`config.mk`:
```
export PLATFORM = sky130hd
export DESIGN_NAME = pc_fetch_ctrl
export DESIGN_NICKNAME = d
export VERILOG_FILES = /design/src/rtl/pc_fetch_ctrl.sv
export SDC_FILE = /design/constraint.sdc
export NUM_CORES = 1
export LEC_CHECK = 0
export ABC_CLOCK_PERIOD_IN_PS = 4300
export CAP_MARGIN = 5
export CORE_AREA = 5 5 136 138
export CTS_BUF_LIST = sky130_fd_sc_hd__clkbuf_2 sky130_fd_sc_hd__clkbuf_4 sky130_fd_sc_hd__clkbuf_8
export DETAILED_ROUTE_END_ITERATION = 10
export DIE_AREA = 0 0 141 143
export DONT_BUFFER_PORTS = 1
export SLEW_MARGIN = 5
export SYNTH_ARGS = -nofsm -noshare
export SYNTH_HDL_FRONTEND = slang
export SYNTH_SLANG_ARGS = --single-unit
```
`constraint.sdc`:
```
create_clock -name clk -period 4.3 [get_ports clk]
set_input_delay 0.645 -clock clk [delete_from_list [all_inputs] [get_ports clk]]
set_output_delay 0.645 -clock clk [all_outputs]
set_load 0.05 [all_outputs]
```
`src/rtl/pc_fetch_ctrl.sv`:
```
// Program-counter and instruction-fetch controller: issues one fetch per PC,
// holds the fetched word for decode, and picks the next PC on each handshake.
module pc_fetch_ctrl #(
    parameter logic [31:0] RESET_VECTOR = 32'h0000_0000
) (
    input  logic        clk,
    input  logic        rst,
    input  logic [2:0]  pc_source,
    input  logic [31:0] jalr_addr,
    input  logic [31:0] branch_addr,
    input  logic [31:0] jal_addr,
    input  logic [31:0] mtvec,
    input  logic [31:0] mepc,
    output logic        imem_req,
    output logic [31:0] imem_addr,
    input  logic        imem_ack,
    input  logic [31:0] imem_rdata,
    output logic [31:0] instr,
    output logic        instr_valid,
    input  logic        instr_ready,
    output logic [31:0] prog_count,
    output logic [31:0] pc_plus4,
    output logic        misaligned,
    output logic [31:0] bad_addr
);

    typedef enum logic {FETCH = 1'b0, VALID = 1'b1} state_t;

    state_t      state, state_nxt;
    logic        handshake;
    logic [31:0] target;
    logic        target_bad;

    assign handshake = (state == VALID) && instr_ready;
    assign pc_plus4  = prog_count + 32'd4;
    assign imem_addr = prog_count;

    always_ff @(posedge clk) begin
        if (rst) state <= FETCH;
        else     state <= state_nxt;
    end

    always_comb begin
        state_nxt = state;
        case (state)
            FETCH:   if (imem_ack)    state_nxt = VALID;
            VALID:   if (instr_ready) state_nxt = FETCH;
            default: state_nxt = FETCH;
        endcase
    end

    always_comb begin
        imem_req    = (state == FETCH);
        instr_valid = (state == VALID);
    end

    // jalr drops bit 0, so any low bit still set on the chosen target is a fault
    always_comb begin
        target = pc_plus4;
        case (pc_source)
            3'd1:    target = {jalr_addr[31:1], 1'b0};
            3'd2:    target = branch_addr;
            3'd3:    target = jal_addr;
            3'd4:    target = mtvec;
            3'd5:    target = mepc;
            default: target = pc_plus4;
        endcase
        target_bad = target[1] | target[0];
    end

    always_ff @(posedge clk) begin
        if (rst) begin
            prog_count <= RESET_VECTOR;
            instr      <= 32'h0;
            misaligned <= 1'b0;
            bad_addr   <= 32'h0;
        end else begin
            misaligned <= 1'b0;
            if (state == FETCH && imem_ack)
                instr <= imem_rdata;
            if (handshake) begin
                if (target_bad) begin
                    prog_count <= {mtvec[31:2], 2'b00};
                    misaligned <= 1'b1;
                    bad_addr   <= target;
                end else begin
                    prog_count <= target;
                end
            end
        end
    end

endmodule

```
## Yosys cells after proc, flatten, opt, wreduce, memory -nomap -nowiden

Cells that the tools add are included.

| operators by class | value |
|---|---|
| add/subtract/negate cells | 1 |
| reductions and logical operators | 4 |
| mux-type cells | 6 |
| bitwise gates (word level) | 3 |
| eq/ne operators | 5 |

Operators with widths:

| kind | count |
|---|---|
| 32-bit case mux with 5 select lines | 1 |
| 32-bit by 3-bit adder with 32-bit output (second input constant) | 1 |
| 32-bit 2-to-1 mux | 1 |
| 3-bit by 2-bit equality test with 1-bit output (second input constant) | 2 |
| 3-bit equality test (second input constant) | 2 |
| 3-bit by 1-bit equality test with 1-bit output (second input constant) | 1 |
| 1-bit 2-to-1 mux | 3 |
| 1-bit logical AND | 2 |
| 1-bit inverter | 2 |
| 1-bit case mux with 2 select lines | 1 |
| 2-bit AND reduction | 1 |
| 2-bit OR reduction | 1 |
| 1-bit OR | 1 |

| word-level totals | value |
|---|---|
| register bits | 98 |
| logic and storage cells | 24 |
| output and inout bits | 163 |
| bits of input ports | 199 |

## Longest topological paths before layout

Gate-level depths: netlist of the first run.

| logic depth | value |
|---|---|
| depth after elaboration | 4 |
| depth in mapped cells | 9 |
| gate-level depth less buffers | 7 |

## Worst setup path after synthesis of the first run

Ideal clock, no wire load.

| timing path | value |
|---|---|
| path kind | register -> output |
| start point | reg prog_count[4], in the netlist imem_addr[4] |
| end point | out pc_plus4[29] |
| buffers on the path | 2 |
| required time | 3.655 ns |
| stages on the path, launching flop included | 7 |
| arrival | 2.503 ns |
| setup slack | 1.152 ns |
| cells stage by stage | dfxtp_1 buf_2 and4_1 nand4_1 clkbuf_1 nor3_1 xor2_1 |

| between the ends | value |
|---|---|
| cells in the longest elaborated chain, start to end | 1 |

Ends and longest elaborated chain:

| item | RTL line | RTL |
|---|---|---|
| start: declaration | 21 | `output logic [31:0] prog_count,` |
| start signal: assignment | 83 | `prog_count <= {mtvec[31:2], 2'b00};` |
| start signal: assignment | 87 | `prog_count <= target;` |
| 32-bit by 3-bit adder with 32-bit output | 35 | `assign pc_plus4 = prog_count + 32'd4;` |
| end: declaration | 22 | `output logic [31:0] pc_plus4,` |

No other way between the ends.

## Final worst setup path of the first run

| timing path | value |
|---|---|
| start point | reg prog_count[6], in the netlist imem_addr[6] |
| end point | out pc_plus4[27] |

The elaborated chain is that of the path after synthesis.

==> results.md, run 1 <==
| Group | Item | Value |
| --- | --- | --- |
| run status | Status | finished, final reports clean |
| detailed routing | Initial DRC count | 564 |
| setup path | Capturing element of the worst setup path | pc_plus4[27] |
| clocking | CTS clock-pin slew for the worst setup and hold paths | 0.10 ns |
| final layout | Diode insertion count for antenna repair | 0 |
| timing | Remaining max-slew budget at the tightest pin | 21.2% |
| clocking | Clock tree from TritonCTS | built |
| synthesis | XOR/XNOR Fraction of Synth Area | 2.03% |
| synthesis | Prevailing post-synth register cell | sky130_fd_sc_hd__dfxtp_1 |
| place | Total half-perimeter wirelength after legalization and detailed placement | 19800 um |
| setup path | Endpoint class of the critical path | primary output |
| final layout | Number of nets in the finished design | 1037 |
| synthesis | Simple-gate portion of the synthesized area | 25.1% |
| synthesis | Library cell with the largest summed area after synthesis | sky130_fd_sc_hd__dfxtp_1 |
| grt | Initial antenna violation count | 0 |
| detailed routing | Drt total wl | 25800 um |
| timing | Highest clock frequency the design can meet | 0.265 GHz |
| floorplan | Die outline area | 20200 sq um |
| setup path | Register-to-register path setup slack | 1.13 ns |
| synthesis | Complex-gate fraction of the synthesized area | 29.3% |
| clocking | Number of sinks handled by clock tree synthesis | 98 |
| timing | Measured slew at the worst slew-check pin | 1.18 ns |
| synthesis | Combinational family with the most area after synthesis | compound AO/OA/AOI/OAI gates |
| synthesis | Sequential element share of the synthesized area | 30.4% |
| floorplan | Die boundary height | 143 um |
| clocking | TritonCTS buffer count | 9 |
| place | Global placement routability congestion | 0.904 |
| floorplan | Starting Density | 37.9% |
| timing | Unrepaired setup endpoints after global routing | no |
| timing | Count of final max-slew check failures | 0 |
| timing | Final Skew | 0.0150 ns |
| flow run | Max-cap check violation count | 0 |
| clocking | Clock latency reported for the late side of the worst-skew pair | 0.38 ns |
| synthesis | Async set-or-reset flop fraction in the synthesized netlist | 0% |
| clocking | Hold_buf cts | 0 |
| final layout | Total of fill cells in the finished design | 1859 |
| floorplan | Number of I/O pins | 362 |
| synthesis | Post-synth design cell area | 6460 sq um |
| clocking | Root buffer selected by CTS | sky130_fd_sc_hd__clkbuf_8 |
| floorplan | Area of the placeable core | 17100 sq um |
| synthesis | Average cell area after synthesis | 7.32 sq um |
| setup path | Critical register-to-register path endpoint | imem_addr[25] |
| detailed routing | Vias per inst | 6.17 |
| timing | Final critical path time including I/O delays and setup | 3.78 ns |
| final layout | Register area | 1960 sq um |
| synthesis | Synth warn | 0 |
| clocking | Post_cts resized | 0 |
| setup path | Worst Path Max Fanout | 13 |
| timing | Setup TNS | 0 ns |
| detailed routing | Detailed-router iteration count before antenna repair | 5 |
| floorplan | Die Width | 141 um |
| synthesis | Number of flops mapped to enable cells by yosys | 0 |
| setup path | R2R Path Start | imem_addr[6] |
| power and ir drop | Leakage power | 0.00242 uW |
| detailed routing | Routed WL per cell | 24.2 um |
| final layout | Area taken by multi-input logic gates | 3870 sq um |
| setup path | Startpoint-to-endpoint class of the critical path | reg -> out |
| grt | GR Overflow Total | 0 |
| detailed routing | Number of nets with antenna violations after detailed routing | 0 |
| power and ir drop | Highest ir drop seen on vdd | 0.310 mV |
| grt | Vias in the first global route | 6223 |
| place | Buffers on Ports | 0 |
| synthesis | Largest cells by area after synthesis | sky130_fd_sc_hd__dfxtp_1 (30%), sky130_fd_sc_hd__nand2_1 (11%), sky130_fd_sc_hd__a21oi_1 (6.0%) |
| clocking | Count of buffers added by post-CTS timing repair for setup | 0 |
| worst hold path | Min-Delay Startpoint | rst |
| synthesis | Net count after synthesis | 1083 |
| timing | Tightest hold margin | 0.333 ns |
| grt | Pin count of the biggest net entering global routing | 99 |
| final layout | Area added between synthesis and finish | 4.78% |
| detailed routing | Final routed DRC violation total | 0 |
| synthesis | Area share of the leading cell type in the synthesized netlist | 30.4% |
| worst hold path | Worst hold path class | in -> reg |
| clocking | H-tree levels | 3 |
| power and ir drop | Power Density | 354 nW/um^2 |
| setup path | Critical Path Source | imem_addr[6] |
| setup path | Path depth of the worst reg2reg path | 7 |
| timing | Final number of hold-violating endpoints | 0 |
| synthesis | Post-synthesis cell type count | 63 |
| synthesis | Synthesized netlist cell count | 883 |
| clocking | Clk buf depth | 2 |
| timing | Number of setup violations in the final report | 0 |
| setup path | Data required time of the worst path | 3.65 ns |
| synthesis | Synth Register Bits | 98 |
| grt | GRT Overall Usage | 24.2% |
| floorplan | Row count | 48 |
| synthesis | Adder-cell share of the synthesized area | 0.194% |
| final layout | Share of post-route cells with drive strength above 1 | 12.7% |
| detailed routing | Vias after detailed routing | 6578 |
| timing | Fin crit share | 87.8% |
| setup path | Startpoint class of the critical path | flop |
| grt | First-pass GRT wire length | 37700 um |
| synthesis | Mux cell area share after synthesis | 3.14% |
| setup path | Crit path arrival time | 3.13 ns |
==> Yosys cell counts (all sizes together) (5+ instances only) <==
master / n
clkbuf: 57
nand3: 16
nand4: 9
a31oi: 17
or4: 8
nor3: 16
xor2: 6
nor2: 43
xnor2: 9
a311oi: 25
a22oi: 12
o22ai: 15
o21a: 7
inv: 14
o31ai: 9
o211ai: 5
nor3b: 10
a21oi: 78
a32oi: 11
or3b: 6
a22o: 12
mux2: 10
dfxtp: 98
and2: 5
o21ai: 54
a2bb2oi: 11
nand2b: 12
nand2: 185
mux2i: 9
nor2b: 7
buf: 55
nor4: 8
==> layout by cell type, fill, tap and decap left out, drive strengths merged, types with 10 or more instances in the layout <==
cell	Yosys	layout
a22o	12	12
nor3	16	16
a21oi	78	78
nor2	43	43
nand3	16	16
nand2	185	185
a22oi	12	12
a32oi	11	11
mux2	10	10
clkbuf	57	10
buf	55	55
a2bb2oi	11	11
o21ai	54	54
dfxtp	98	98
inv	14	14
nor3b	10	10
o22ai	15	15
a31oi	17	17
a311oi	25	25
nand2b	12	12
==> metal layers <==
layer  track usage [%]  vias up  routed length [um]
li1                  -     3061                   -
met1              29.2     3147                9660
met2              41.2      320               13000
met3              7.27       50                2360
met4              7.96        0                 751
met5                 0        -                   0
==> report_power, final <==
group	total (uW)	switching (uW)	internal [uW]
registers	1100	145	956
clock network	603	331	272
logic	692	498	193
==> registers in the layout, summed over array words and instances (netlist names) <==
register / count
misaligned: 1
imem_addr: 32
instr: 32
instr_valid: 1
bad_addr: 32
==> cell type report <==
type | instances | share of cell area (%)
Multi-Input combinational cell | 659 | 57.2
Inverter | 14 | 0.776
Timing Repair Buffer | 55 | 6.10
Clock inverter | 5 | 0.831
Sequential cell | 98 | 29.0
Clock buffer | 10 | 1.94
Tap cell | 225 | 4.16
==> worst max-delay path, stage by stage (launching register included) <==
cell and delay, ns:
sky130_fd_sc_hd__dfxtp_1 0.41, sky130_fd_sc_hd__buf_4 0.34, sky130_fd_sc_hd__and4_1 0.34, sky130_fd_sc_hd__nand4_1 0.55, sky130_fd_sc_hd__or4_1 0.70, sky130_fd_sc_hd__nand2_1 0.39
==> cells by family after synthesis <==
family | count (synthesis)
AND/OR/NAND/NOR | 345
AO/OA/AOI/OAI | 279
buffers and inverters | 126
flip-flops | 98
multiplexers | 19
XOR/XNOR | 15
adder cells (fa/ha/maj) | 1
==> through the flow <==
step	total power, uW	cells	util, %	area (sq um)	setup slack [ns]
6_report	2400	1066	39.7	6770	0.523
3_5_place_dp	1820	1051	38.6	6590	1.02
4_1_cts	2420	1066	39.7	6770	0.581
5_1_grt	2510	1066	39.7	6770	0.403
3_3_place_gp	1810	1051	38.6	6590	1.10
2_1_floorplan	1700	883	-	6460	1.15
==> how the worst min path moves through the flow <==
stage	to	slack (ns)	depth (start not counted)
after detailed placement	imem_addr[6]	0.53	2
after global routing	instr[16]	0.30	1
after global placement	imem_addr[6]	0.53	2
after CTS	instr[20]	0.30	1
after floorplan	bad_addr[1]	0.67	2
final	instr[16]	0.33	1
Note: power is estimated with default switching activity, not from simulation.
==> run 2: changes to the inputs <==
ABC_CLOCK_PERIOD_IN_PS = 3700   (was 4300)
clock period = 3.7 ns   (was 4.3 ns; I/O delays follow)
==> results.md, run 2 (synthesis gave the netlist of run 1 again) <==
| Group | Item | Value |
| --- | --- | --- |
| timing | PnR worst setup slack | 0.279 ns |
| grt | First-pass GRT wire length | 38100 um |
| place | Total half-perimeter wirelength after legalization and detailed placement | 20000 um |
| clocking | Clk buf depth | 2 |
| place | Placed cell count | 1068 |
| timing | Measured slew at the worst slew-check pin | 1.10 ns |
| detailed routing | Vias per inst | 6.19 |
| floorplan | Number of I/O pins | 362 |
| timing | Remaining max-slew budget at the tightest pin | 26.6% |
| floorplan | Area of the placeable core | 17100 sq um |
| worst hold path | Worst hold path class | in -> reg |
| timing | Setup TNS | 0 ns |
| floorplan | Row count | 48 |
| timing | Final Skew | 0.00757 ns |
| setup path | Critical path cell sequence | buf_4 -> and3_1 -> nand4_1 -> nor3_1 -> xor2_1 -> buf_4 |
| timing | Tightest hold margin | 0.240 ns |
| setup path | Data required time of the worst path | 3.14 ns |
| grt | GRT Overall Usage | 24.4% |
| grt | Vias in the first global route | 6388 |
| detailed routing | Drt total wl | 26000 um |
| clocking | Clock tree from TritonCTS | built |
| floorplan | Die boundary height | 143 um |
| timing | Final critical path time including I/O delays and setup | 3.42 ns |
| run status | Status | finished, final reports clean |
| power and ir drop | Highest ir drop seen on vdd | 0.185 mV |
| worst hold path | Min-Delay Startpoint | rst |
| clocking | Post_cts resized | 0 |
| worst hold path | Cells on Worst Hold Path | 1 |
| clocking | Root buffer selected by CTS | sky130_fd_sc_hd__clkbuf_8 |
| final layout | Final cell area excluding filler cells | 7020 sq um |
| clocking | Hold_buf cts | 0 |
| clocking | H-tree levels | 3 |
| detailed routing | Initial DRC count | 514 |
| setup path | Cell type of the slowest stage on the worst timing path | sky130_fd_sc_hd__nand4_1 |
| final layout | Area added between synthesis and finish | 8.63% |
| clocking | Number of sinks handled by clock tree synthesis | 98 |
| grt | Initial antenna violation count | 0 |
| place | Buffers on Ports | 0 |
| setup path | R2R Path Start | imem_addr[2] |
| flow run | Max-cap check violation count | 0 |
| setup path | Register-to-register path setup slack | 0.78 ns |
| timing | Highest clock frequency the design can meet | 0.292 GHz |
| place | Worst slack at placement | 0.729 ns |
| detailed routing | Final routed DRC violation total | 0 |
| worst hold path | Worst hold endpoint | instr[21] |
| timing | Number of setup violations in the final report | 0 |
| floorplan | Die Width | 141 um |
| clocking | Clock latency reported for the late side of the worst-skew pair | 0.38 ns |
| final layout | Total of fill cells in the finished design | 1848 |
| detailed routing | Routed WL per cell | 24.0 um |
| timing | Fin crit share | 92.4% |
| setup path | Startpoint-to-endpoint class of the critical path | reg -> out |
| timing | Count of final max-slew check failures | 0 |
| final layout | Count of non-filler cells in the finished layout | 1084 |
| detailed routing | Vias after detailed routing | 6708 |
| detailed routing | Detailed-router iteration count before antenna repair | 5 |
| timing | Unrepaired setup endpoints after global routing | no |
| grt | Pin count of the biggest net entering global routing | 99 |
| power and ir drop | Leakage power | 0.00254 uW |
| place | Global placement routability congestion | 0.926 |
| clocking | TritonCTS buffer count | 9 |
| detailed routing | Number of nets with antenna violations after detailed routing | 0 |
| power and ir drop | Power Density | 406 nW/um^2 |
| clocking | Count of buffers added by post-CTS timing repair for setup | 0 |
| setup path | Startpoint class of the critical path | flop |
| setup path | Endpoint class of the critical path | primary output |
| setup path | Critical register-to-register path endpoint | imem_addr[25] |
| place | Dpl cell area | 6830 sq um |
| setup path | Path depth of the worst reg2reg path | 7 |
| clocking | CTS clock-pin slew for the worst setup and hold paths | 0.10 ns |
| setup path | CP most frequent cell | sky130_fd_sc_hd__buf_4 |
| final layout | Share of post-route cells with drive strength above 1 | 14.6% |
| setup path | Worst Path Max Fanout | 13 |
| setup path | Largest stage delay on the critical path | 0.51 ns |
| floorplan | Starting Density | 37.9% |
| setup path | Crit path arrival time | 2.87 ns |
| final layout | Most frequent standard cell in the layout excluding fill and tap cells | sky130_fd_sc_hd__nand2_1 |
| timing | Final number of hold-violating endpoints | 0 |
| final layout | Diode insertion count for antenna repair | 0 |
| grt | GR Overflow Total | 0 |
| floorplan | Die outline area | 20200 sq um |
| final layout | Most used cells in the layout excluding fill and tap cells | sky130_fd_sc_hd__nand2_1 (185), sky130_fd_sc_hd__dfxtp_1 (96), sky130_fd_sc_hd__a21oi_1 (77), sky130_fd_sc_hd__buf_4 (63), sky130_fd_sc_hd__nor2_1 (43) |
| final layout | Number of nets in the finished design | 1054 |
==> run 2: worst max-delay path by stage <==
stage / start / endpoint / slack [ns]
finish: imem_addr[2] / pc_plus4[29] / 0.28
global route: imem_addr[2] / pc_plus4[29] / 0.02
CTS: imem_addr[2] / pc_plus4[29] / 0.29
detailed placement: imem_addr[2] / pc_plus4[29] / 0.73
global placement: imem_addr[2] / pc_plus4[29] / 0.77
floorplan: imem_addr[2] / imem_addr[14] / 0.63
==> run 2: routing by layer <==
layer / vias up / share of wire (%) / wire, um / global-route usage [%]
met1: 3223 / 38 / 9850 / 29.2
li1: 3098 / - / - / -
met5: - / 0 / 0 / 0
met2: 344 / 50 / 13100 / 41.8
met3: 43 / 9.4 / 2440 / 7.67
met4: 0 / 2.5 / 646 / 7.70
==> run 2: per-stage QoR <==
step / power [uW] / util, %
after floorplan: 1980 / -
after global routing: 2990 / 41.2
final: 2850 / 41.2
after detailed placement: 2150 / 40.0
after global placement: 2140 / 40.0
after CTS: 2880 / 41.2
==> run 2: report_power, final <==
group          leakage, uW  switching (uW)  total (uW)  internal, uW
clock network     0.000100             404         726           322
logic              0.00164             586         843           257
registers         0.000801             170        1280          1110
==> run 2: worst max-delay path: cells and delay by family (launching register included) <==
family / cells / cell delay, ns
AND/OR/NAND/NOR: 3 / 1.22
buffers and inverters: 2 / 0.61
flip-flops: 1 / 0.34
XOR/XNOR: 1 / 0.30
==> run 2: final cells by class <==
| class | count | area (sq um) | share of cell area (%) |
|---|---|---|---|
| multi-input combinational | 659 | 3870 | 55.2 |
| timing repair buffer | 72 | 653 | 9.30 |
| clock inverter | 6 | 65.1 | 0.927 |
| sequential | 98 | 1960 | 28.0 |
| inverter | 14 | 52.6 | 0.748 |
| clock buffer | 10 | 131 | 1.87 |
| tap | 225 | 282 | 4.01 |
